--- src/rtl/mem_arb_pkg.sv ---
// mem_arb_pkg: shared types and constants for the N-channel memory arbiter.
//   arb_state_t : arbiter FSM states (IDLE, BUSY, RESP)
//   arb_op_t    : latched downstream operation (read or write)
//   POLICY_*    : grant policy selectors for the POLICY parameter
package mem_arb_pkg;

  typedef enum logic [1:0] {
    IDLE = 2'd0,
    BUSY = 2'd1,
    RESP = 2'd2
  } arb_state_t;

  typedef enum logic {
    OP_READ  = 1'b0,
    OP_WRITE = 1'b1
  } arb_op_t;

  localparam int POLICY_FIXED = 0;
  localparam int POLICY_RR    = 1;

endpackage

--- src/rtl/arb_grant_sel.sv ---
// arb_grant_sel: combinational rotated priority encoder.
//   req         : per-channel request vector
//   start_idx   : first index searched when policy_rr is set
//   policy_rr   : 1 = search from start_idx upward (mod NUM_CH), 0 = from index 0
//   grant_idx   : index of the winning channel (0 when nothing requests)
//   grant_valid : high when any channel requests
module arb_grant_sel #(
  parameter int NUM_CH = 2,
  parameter int IDX_W  = (NUM_CH > 1) ? $clog2(NUM_CH) : 1
) (
  input  logic [NUM_CH-1:0] req,
  input  logic [IDX_W-1:0]  start_idx,
  input  logic              policy_rr,
  output logic [IDX_W-1:0]  grant_idx,
  output logic              grant_valid
);

  logic [IDX_W-1:0] base;
  logic [IDX_W:0]   cand;

  // Walk the offsets from farthest to nearest so the candidate closest to
  // the search base is the last one written and therefore wins. The extra
  // bit on cand holds base+offset before the modulo wrap.
  always_comb begin
    base        = policy_rr ? start_idx : '0;
    grant_idx   = '0;
    grant_valid = 1'b0;
    cand        = '0;
    for (int k = NUM_CH - 1; k >= 0; k--) begin
      cand = {1'b0, base} + (IDX_W + 1)'(k);
      if (cand >= (IDX_W + 1)'(NUM_CH)) begin
        cand = cand - (IDX_W + 1)'(NUM_CH);
      end
      if (req[cand[IDX_W-1:0]]) begin
        grant_idx   = cand[IDX_W-1:0];
        grant_valid = 1'b1;
      end
    end
  end

endmodule

--- src/rtl/mem_arbiter_n.sv ---
// mem_arbiter_n: merges NUM_CH cache-side requesters onto one line-memory port.
// One transfer at a time: IDLE picks a winner, BUSY holds the downstream
// request until mem_resp, RESP pulses req_resp for the winner. All outputs
// come straight from flops.
//   clk, reset                 : clock, synchronous active-high reset
//   req_read/req_write         : per-channel request, held until that channel's resp
//   req_address/req_wdata      : per-channel address / write data, packed by channel
//   req_rdata, req_resp        : shared read data and one-hot completion pulse
//   mem_read/mem_write         : downstream request strobes
//   mem_address/mem_wdata      : downstream address / write data
//   mem_rdata, mem_resp        : downstream read data and completion
//   conflict_count             : saturating count of contended arbitrations
module mem_arbiter_n
  import mem_arb_pkg::*;
#(
  parameter int NUM_CH = 2,
  parameter int WIDTH  = 256,
  parameter int ADDR_W = 32,
  parameter int POLICY = 0
) (
  input  logic                     clk,
  input  logic                     reset,
  input  logic [NUM_CH-1:0]        req_read,
  input  logic [NUM_CH-1:0]        req_write,
  input  logic [NUM_CH*ADDR_W-1:0] req_address,
  input  logic [NUM_CH*WIDTH-1:0]  req_wdata,
  output logic [WIDTH-1:0]         req_rdata,
  output logic [NUM_CH-1:0]        req_resp,
  output logic                     mem_read,
  output logic                     mem_write,
  output logic [ADDR_W-1:0]        mem_address,
  output logic [WIDTH-1:0]         mem_wdata,
  input  logic [WIDTH-1:0]         mem_rdata,
  input  logic                     mem_resp,
  output logic [31:0]              conflict_count
);

  localparam int IDX_W = (NUM_CH > 1) ? $clog2(NUM_CH) : 1;

  arb_state_t state_q, state_d;
  arb_op_t    op_q, op_d;

  logic [IDX_W-1:0]  grant_q, grant_d;
  logic [IDX_W-1:0]  rr_ptr_q, rr_ptr_d;
  logic              mem_read_q, mem_read_d;
  logic              mem_write_q, mem_write_d;
  logic [ADDR_W-1:0] addr_q, addr_d;
  logic [WIDTH-1:0]  wdata_q, wdata_d;
  logic [WIDTH-1:0]  rdata_q, rdata_d;
  logic [NUM_CH-1:0] resp_q, resp_d;
  logic [31:0]       conflict_q, conflict_d;

  logic [NUM_CH-1:0] req;
  logic [IDX_W-1:0]  start_idx;
  logic [IDX_W-1:0]  sel_idx;
  logic              sel_valid;
  logic              multi_req;

  assign req       = req_read | req_write;
  assign multi_req = ($countones(req) > 1);

  // Round-robin search begins one past the last winner, wrapping to 0.
  assign start_idx = (rr_ptr_q == IDX_W'(NUM_CH - 1)) ? '0 : rr_ptr_q + 1'b1;

  arb_grant_sel #(
    .NUM_CH (NUM_CH),
    .IDX_W  (IDX_W)
  ) u_grant_sel (
    .req         (req),
    .start_idx   (start_idx),
    .policy_rr   (POLICY == POLICY_RR),
    .grant_idx   (sel_idx),
    .grant_valid (sel_valid)
  );

  // State and datapath registers; reset also aborts any transfer in flight.
  always_ff @(posedge clk) begin
    if (reset) begin
      state_q     <= IDLE;
      op_q        <= OP_READ;
      grant_q     <= '0;
      rr_ptr_q    <= IDX_W'(NUM_CH - 1);
      mem_read_q  <= 1'b0;
      mem_write_q <= 1'b0;
      addr_q      <= '0;
      wdata_q     <= '0;
      rdata_q     <= '0;
      resp_q      <= '0;
      conflict_q  <= '0;
    end else begin
      state_q     <= state_d;
      op_q        <= op_d;
      grant_q     <= grant_d;
      rr_ptr_q    <= rr_ptr_d;
      mem_read_q  <= mem_read_d;
      mem_write_q <= mem_write_d;
      addr_q      <= addr_d;
      wdata_q     <= wdata_d;
      rdata_q     <= rdata_d;
      resp_q      <= resp_d;
      conflict_q  <= conflict_d;
    end
  end

  // Next-state logic.
  always_comb begin
    state_d = state_q;
    case (state_q)
      IDLE:    if (sel_valid) state_d = BUSY;
      BUSY:    if (mem_resp)  state_d = RESP;
      RESP:    state_d = IDLE;
      default: state_d = IDLE;
    endcase
  end

  // Registered outputs and latches. A simultaneous read+write on one channel
  // is treated as a write. In BUSY the strobe is held from the latched op and
  // drops on the same edge that captures mem_rdata.
  always_comb begin
    op_d        = op_q;
    grant_d     = grant_q;
    rr_ptr_d    = rr_ptr_q;
    mem_read_d  = 1'b0;
    mem_write_d = 1'b0;
    addr_d      = addr_q;
    wdata_d     = wdata_q;
    rdata_d     = rdata_q;
    resp_d      = '0;
    conflict_d  = conflict_q;
    case (state_q)
      IDLE: begin
        if (sel_valid) begin
          grant_d     = sel_idx;
          op_d        = req_write[sel_idx] ? OP_WRITE : OP_READ;
          addr_d      = req_address[sel_idx*ADDR_W +: ADDR_W];
          wdata_d     = req_wdata[sel_idx*WIDTH +: WIDTH];
          mem_write_d = req_write[sel_idx];
          mem_read_d  = ~req_write[sel_idx];
          if (POLICY == POLICY_RR) begin
            rr_ptr_d = sel_idx;
          end
          if (multi_req && (conflict_q != 32'hFFFF_FFFF)) begin
            conflict_d = conflict_q + 32'd1;
          end
        end
      end
      BUSY: begin
        if (mem_resp) begin
          rdata_d         = mem_rdata;
          resp_d[grant_q] = 1'b1;
        end else begin
          mem_read_d  = (op_q == OP_READ);
          mem_write_d = (op_q == OP_WRITE);
        end
      end
      default: begin
      end
    endcase
  end

  assign req_rdata      = rdata_q;
  assign req_resp       = resp_q;
  assign mem_read       = mem_read_q;
  assign mem_write      = mem_write_q;
  assign mem_address    = addr_q;
  assign mem_wdata      = wdata_q;
  assign conflict_count = conflict_q;

endmodule

--- config.mk ---
export PLATFORM = sky130hd
export DESIGN_NAME = mem_arbiter_n
export DESIGN_NICKNAME = d
export VERILOG_FILES = /design/src/rtl/mem_arb_pkg.sv /design/src/rtl/arb_grant_sel.sv /design/src/rtl/mem_arbiter_n.sv
export SDC_FILE = /design/constraint.sdc
export NUM_CORES = 1
export LEC_CHECK = 0
export ABC_AREA = 1
export CORE_AREA = 5 5 551 553
export DETAILED_ROUTE_END_ITERATION = 8
export DIE_AREA = 0 0 556 558
export DONT_BUFFER_PORTS = 1
export RECOVER_POWER = 50
export SLEW_MARGIN = 20
export SYNTH_ARGS = -nofsm -noshare
export SYNTH_HDL_FRONTEND = slang
export SYNTH_SLANG_ARGS = --single-unit
export TNS_END_PERCENT = 10
--- constraint.sdc ---
create_clock -name clk -period 1.9 [get_ports clk]
set_clock_uncertainty 0.2 [all_clocks]
set_input_delay 0.19 -clock clk [delete_from_list [all_inputs] [get_ports clk]]
set_output_delay 0.19 -clock clk [all_outputs]
set_load 0.05 [all_outputs]
==> results.sh, run 1 <==
export IMPL_grt_pass1_wl_um=340000
export IMPL_worst_pin_slew_ns=1.41
export IMPL_dr_wl_met3_um=43500
export IMPL_grt_pass1_vias=31600
export IMPL_maxCapViolCount=0
export IMPL_coreArea_um2=298000
export IMPL_rsz0062_at_grt="true"
export IMPL_first_iter_violations=2938
export IMPL_layout_worst_path_cycle_share_pct=98.0
export IMPL_num_rows=201
export IMPL_hold_end="req_rdata[7]$_SDFFE_PP0N_"
export IMPL_cts_max_level=3
export IMPL_drc_errors=0
export IMPL_hold_viol_final=261
export IMPL_synth_cells=3388
export IMPL_yosys_area_top_type="dfxtp_1"
export IMPL_final_area_um2=50000
export IMPL_place_gp_congestion=1.02
export IMPL_drt_met1_wl_um=106000
export IMPL_crit_required_ns=2.35
export IMPL_final_antenna_net_count=0
export IMPL_setup_viol=0
export IMPL_r2r_end="req_rdata[11]$_SDFFE_PP0N_"
export IMPL_fin_crit_ns=1.86
export IMPL_reg2reg_from="state_q[0]$_SDFFE_PP0P_"
export IMPL_die_area_um2=310000
export IMPL_fillCellCount=33300
export IMPL_worstHoldStart="reset"
export IMPL_syn_avg_cell_area_um2=7.38
export IMPL_syn_nets=4228
export IMPL_routed_wl_um=276000
export IMPL_pin_count=1419
export IMPL_cts_buffers_inserted=87
export IMPL_regArea_um2=11900
export IMPL_status="complete, but fails checks"
export IMPL_initial_core_util_pct=8.39
export IMPL_worst_skew_pair_late_latency_ns=0.80
export IMPL_crit_path_end_kind="flip-flop"
export IMPL_fin_nets=5834
export IMPL_synth_common_cells="nand2_1, dfxtp_1, nand3_1"
export IMPL_ys_warn_count=0
export IMPL_drtPass1Iterations=5
export IMPL_worst_ir_drop_vdd_mv=0.712
export IMPL_worstPathArrival_ns=2.31
export IMPL_drv_slew=0
export IMPL_worstSetupStartpointType="flip-flop"
export IMPL_path_class="reg -> reg"
export IMPL_antenna_found_initial=214
export IMPL_synth_cell_area_um2=25000
export IMPL_die_w_um=556
export IMPL_port_buffers=0
export IMPL_fin_util_pct=16.8
export IMPL_synthFlopType="dfxtp_1"
export IMPL_top_layer="met5"
export IMPL_hold_class="in -> reg"
export IMPL_grt_usage_pct=16.7
export IMPL_clk_path_buf_depth=4
export IMPL_syn_to_final_growth_pct=99.8
export IMPL_die_h_um=558
export IMPL_cts_tree="yes"
export IMPL_fmax_mhz=537
export IMPL_wl_met2_um=114000
export IMPL_r2r_slack_ns=0.04
export IMPL_grt_max_degree=268
export IMPL_power_density_nw_per_um2=897
export IMPL_viasPerCell=3.61
export IMPL_dpl_instance_area_um2=33800
export IMPL_relSlewSlack_pct=6.03
export IMPL_wl_per_cell_um=30.3
export IMPL_vias=32900
export IMPL_multi_input_area_um2=10800
export IMPL_clock_sinks=584
export IMPL_rr_worst_depth=8
export IMPL_yosysMostFrequentCell="nand2_1"
export IMPL_p_leak_uw=0.0201
export IMPL_synth_top_cell_area_share_pct=46.7
export IMPL_root_buffer="clkbuf_16"
export IMPL_clk_pin_slew_ns=0.06
export IMPL_ys_seq_area_share_pct=46.7
export IMPL_postSynthRegisterBits=584
export IMPL_holdPathStages=1
export IMPL_synth_area_leaders="dfxtp_1, nand2_1, nand3_1, o211ai_1, a21oi_1"
export IMPL_drive_gt1_share_pct=19.2
export IMPL_overflow=0
export IMPL_synth_edff_count=0
export IMPL_post_synth_num_cell_types=32
export IMPL_synthArstFlopShare_pct=0
export IMPL_violations="hold timing"
export IMPL_holdWs_ns=-0.726
export IMPL_post_dp_hpwl_um=229000
export IMPL_worstPathMaxFanout=44
cells by family after synthesis:
logic type	Yosys count	synth area share, %
simple gates	1612	27.6
buf+inv	611	10.8
flops	584	46.7
compound gates	579	14.8
xor+xnor	1	0.0350
fa+ha+maj	1	0.0500
routing by layer:
| metal | up-vias | global-route usage (%) |
|---|---|---|
| li1 | 14500 | - |
| met1 | 15400 | 19.1 |
| met2 | 2163 | 25.0 |
| met3 | 652 | 11.1 |
| met4 | 102 | 5.81 |
| met5 | - | 0 |
stage by stage:
step / TNS, ns / power (uW) / instances / worst slack (ns)
finish: 0 / 44900 / 9113 / 0.0380
global route: -0.121 / 46700 / 9064 / -0.0407
CTS: -0.497 / 45300 / 8999 / -0.0416
detailed placement: -0.0443 / 25000 / 7678 / -0.0125
global placement: 0 / 24900 / 7678 / 0.0113
floorplan: 0 / 20500 / 3388 / 0.000574
critical path: stages, from the launching register on:
cell     delay (ns)
dfxtp_2        0.33
inv_1          0.11
nor2_4         0.06
buf_12         0.13
nand2_4        0.11
buf_12         0.22
buf_16         0.24
nand2_1        0.07
a21oi_1        0.17
how the worst max path moves through the flow:
stage | endpoint | slack, ns | start | cells after the start
after floorplan | conflict_count[28]$_SDFFE_PP0P_ | 0.0006 | conflict_count[29]$_SDFFE_PP0P_ | 8
after global placement | mem_wdata[202]$_SDFFE_PP0P_ | 0.01 | req_read[1] | 9
after detailed placement | mem_wdata[202]$_SDFFE_PP0P_ | -0.01 | req_read[1] | 9
final | req_rdata[11]$_SDFFE_PP0N_ | 0.04 | state_q[0]$_SDFFE_PP0P_ | 8
after CTS | conflict_count[27]$_SDFFE_PP0P_ | -0.04 | conflict_count[0]$_SDFFE_PP0P_ | 11
after global routing | mem_wdata[27]$_SDFFE_PP0P_ | -0.04 | state_q[1]$_SDFFE_PP0P_ | 9
cell usage in the layout, fill, tap and decap left out, drive strengths merged:
cell         instances
a211oi               1
a21oi              278
a22oi                1
a31oi                1
buf                621
bufinv              10
clkbuf             118
clkinv              24
clkinvlp             6
dfxtp              584
diode               97
dlygate4sd3       1168
ha                   1
inv                334
nand2              927
nand3              579
nand3b               1
nand4                7
nor2                92
nor3                 4
nor3b                1
o211ai             288
o21ai                2
o21bai               8
or2                  1
xor2                 1
cell type report:
class                           instances  share of cell area [%]
Timing Repair Buffer                 1797                    35.8
Tap cell                             3958                    9.91
Clock inverter                         43                    1.13
Antenna cell                           97                   0.486
Inverter                              331                    2.57
Multi-Input combinational cell       2193                    21.6
Sequential cell                       584                    23.8
Clock buffer                          110                    4.75
what timing repair did:
action / CTS / global route
setup endpoints to repair: 189 / 212
pin swaps: 0 / 5
hold buffers: 1167 / 1
endpoints found under the hold margin: 584 / 266
setup buffers: 3 / 8
cloned: 0 / 9
gates resized for setup: 247 / 62
power breakdown:
part           internal, uW  switching [uW]
Sequential            13300            1380
Clock                 10200            6980
Combinational          4430            8510
Total                 28000           16900
registers in the layout, indices dropped and copies added, names as in the netlist:
name	cells
mem_wdata	256
conflict_count	32
op_q	1
req_rdata	256
grant_q	1
req_resp	2
mem_write	1
mem_read	1
state_q	2
mem_address	32
Note: power is estimated with default switching activity, not from simulation.
==> inputs of run 2 (changes only) <==
--- a/config.mk
+++ b/config.mk
@@ -6,9 +6,9 @@
 export NUM_CORES = 1
 export LEC_CHECK = 0
 export ABC_AREA = 1
-export CORE_AREA = 5 5 551 553
+export CORE_AREA = 4 4 550 552
 export DETAILED_ROUTE_END_ITERATION = 8
-export DIE_AREA = 0 0 556 558
+export DIE_AREA = 0 0 554 556
 export DONT_BUFFER_PORTS = 1
 export RECOVER_POWER = 50
 export SLEW_MARGIN = 20
==> results.sh, run 2 (synthesized netlist as in run 1, its figures left out) <==
export IMPL_status="complete, but fails checks"
export IMPL_violations="hold timing, setup timing"
export IMPL_drive_gt1_share_pct=20.7
export IMPL_layout_worst_path_cycle_share_pct=111
export IMPL_worstPathArrival_ns=2.60
export IMPL_grt_pass1_vias=31800
export IMPL_grt_usage_pct=16.8
export IMPL_crit_path_end_kind="flip-flop"
export IMPL_coreArea_um2=297000
export IMPL_die_area_um2=308000
export IMPL_pin_count=1419
export IMPL_worst_ir_drop_vdd_mv=0.639
export IMPL_final_common_cell="dlygate4sd3_1"
export IMPL_hold_class="in -> reg"
export IMPL_place_gp_congestion=1.10
export IMPL_clock_sinks=584
export IMPL_fin_util_pct=16.6
export IMPL_worst_path_most_repeated_cell="buf_12"
export IMPL_relSlewSlack_pct=16.9
export IMPL_grt_pass1_wl_um=340000
export IMPL_fin_nets=5783
export IMPL_crit_required_ns=2.40
export IMPL_first_iter_violations=3414
export IMPL_met1_usage_pct=18.9
export IMPL_grt_most_used_layer="met2"
export IMPL_use_met3_pct=12.1
export IMPL_viasPerCell=3.70
export IMPL_slowest_stage="dlygate4sd3_1"
export IMPL_worst_pin_slew_ns=1.25
export IMPL_worst_skew_pair_late_latency_ns=0.79
export IMPL_path_class="in -> reg"
export IMPL_hold_viol_final=266
export IMPL_overflow=0
export IMPL_rsz0062_at_grt="true"
export IMPL_wl_per_cell_um=30.3
export IMPL_drc_errors=0
export IMPL_worstSetupStartpointType="input pin"
export IMPL_die_h_um=556
export IMPL_use_met2_pct=24.5
export IMPL_worstPathMaxFanout=267
export IMPL_drtPass1Iterations=6
export IMPL_root_buffer="clkbuf_16"
export IMPL_antenna_found_initial=260
export IMPL_cts_max_level=3
export IMPL_fillCellCount=33200
export IMPL_layout_common_cells="dlygate4sd3_1, nand2_1, nand3_1, buf_4, dfxtp_1"
export IMPL_clk_path_buf_depth=4
export IMPL_initial_core_util_pct=8.43
export IMPL_post_dp_hpwl_um=230000
export IMPL_cts_buffers_inserted=85
export IMPL_routed_wl_um=274000
export IMPL_final_antenna_net_count=0
export IMPL_port_buffers=0
export IMPL_path_cells="clkinv_16 -> dlygate4sd3_1 -> buf_12 -> buf_4 -> buf_12 -> buf_12 -> o211ai_1 -> inv_1"
export IMPL_setup_viol=234
export IMPL_fmax_mhz=476
export IMPL_cp_top_family="buffers and inverters"
export IMPL_maxCapViolCount=0
export IMPL_vias=33500
export IMPL_holdWs_ns=-0.746
export IMPL_fin_crit_ns=2.10
export IMPL_power_density_nw_per_um2=890
export IMPL_syn_to_final_growth_pct=97.4
export IMPL_clk_pin_slew_ns=0.07
export IMPL_num_rows=200
export IMPL_dpl_worst_slack_ns=-0.106
export IMPL_worst_slack_ns=-0.200
export IMPL_path_buf_inv=7
export IMPL_slowest_delay_ns=0.61
export IMPL_p_leak_uw=0.0200
export IMPL_cts_tree="yes"
export IMPL_drv_slew=0
export IMPL_die_w_um=554
export IMPL_setup_tns_ns=-11.43
export IMPL_grt_max_degree=268
run 2: changes by cell type in the layout (fill, tap and decap cells not counted), moves of 7 or more:
cell           before   now
a21oi_1           267   248
a21oi_2             9    27
buf_4             467   509
buf_6              68    59
buf_8              12     5
clkbuf_16          96    89
clkbuf_8            9    18
diode_2            97   105
dlygate4sd3_1    1168  1088
nand3_1           570   557
nand3_2             8    21
run 2: final timing paths:
| kind | cells after the start | slack (ns) | to | startpoint |
|---|---|---|---|---|
| max | 8 | -0.20 | mem_address[25]$_SDFFE_PP0P_ | reset |
| min | 1 | -0.75 | req_rdata[183]$_SDFFE_PP0N_ | reset |
| max reg2reg | 7 | -0.10 | req_rdata[109]$_SDFFE_PP0N_ | state_q[1]$_SDFFE_PP0P_ |
| min reg2reg | 1 | 0.25 | req_resp[0]$_SDFF_PP0_ | grant_q$_SDFFE_PP0P_ |
run 2: per-layer routing:
layer  vias up  wire length [um]
met5         -               808
met4       126             12500
met3       735             47500
met2      2382            110000
met1     15800            103000
li1      14500                 -
run 2: report_power, final:
group	total [uW]	leakage, uW	switching, uW	internal [uW]
sequential	14800	0.00485	1460	13300
combinational	12500	0.0138	8190	4260
clock	16700	0.00136	7000	9730
run 2: per-stage QoR:
| step | total power [uW] | cell area (um2) | cells |
|---|---|---|---|
| final | 44000 | 49400 | 9051 |
| after floorplan | 20500 | 25100 | 3388 |
| after CTS | 44300 | 48500 | 8934 |
| after global placement | 24600 | 34200 | 7694 |
| after global routing | 45600 | 49200 | 8987 |
| after detailed placement | 24600 | 34200 | 7694 |
run 2: final cells by class:
cell class / instances / area, um2 / area share, %
Timing Repair Buffer: 1748 / 17200 / 34.9
Inverter: 331 / 1300 / 2.64
Tap cell: 3939 / 4930 / 9.98
Antenna cell: 105 / 263 / 0.532
Clock inverter: 33 / 368 / 0.745
Clock buffer: 118 / 2450 / 4.97
Sequential cell: 584 / 11900 / 24.0
Multi-Input combinational cell: 2193 / 11000 / 22.3
run 2: what timing repair did:
item / 4_1_cts / 5_1_grt
resized for setup: 204 / 120
cloned: 2 / 4
setup buffers: 2 / 7
pin swaps: 3 / 40
hold buffers: 1088 / 3
endpoints found under the setup margin: 329 / 342
hold endpoints to repair: 584 / 278
run 2: worst register-to-register path, stage by stage, from the launching register on:
cell	delay [ns]
dfxtp_1	0.32
clkbuf_1	0.13
nor2_4	0.12
buf_8	0.19
buf_16	0.28
buf_16	0.27
nand3_1	0.15
a21oi_2	0.22
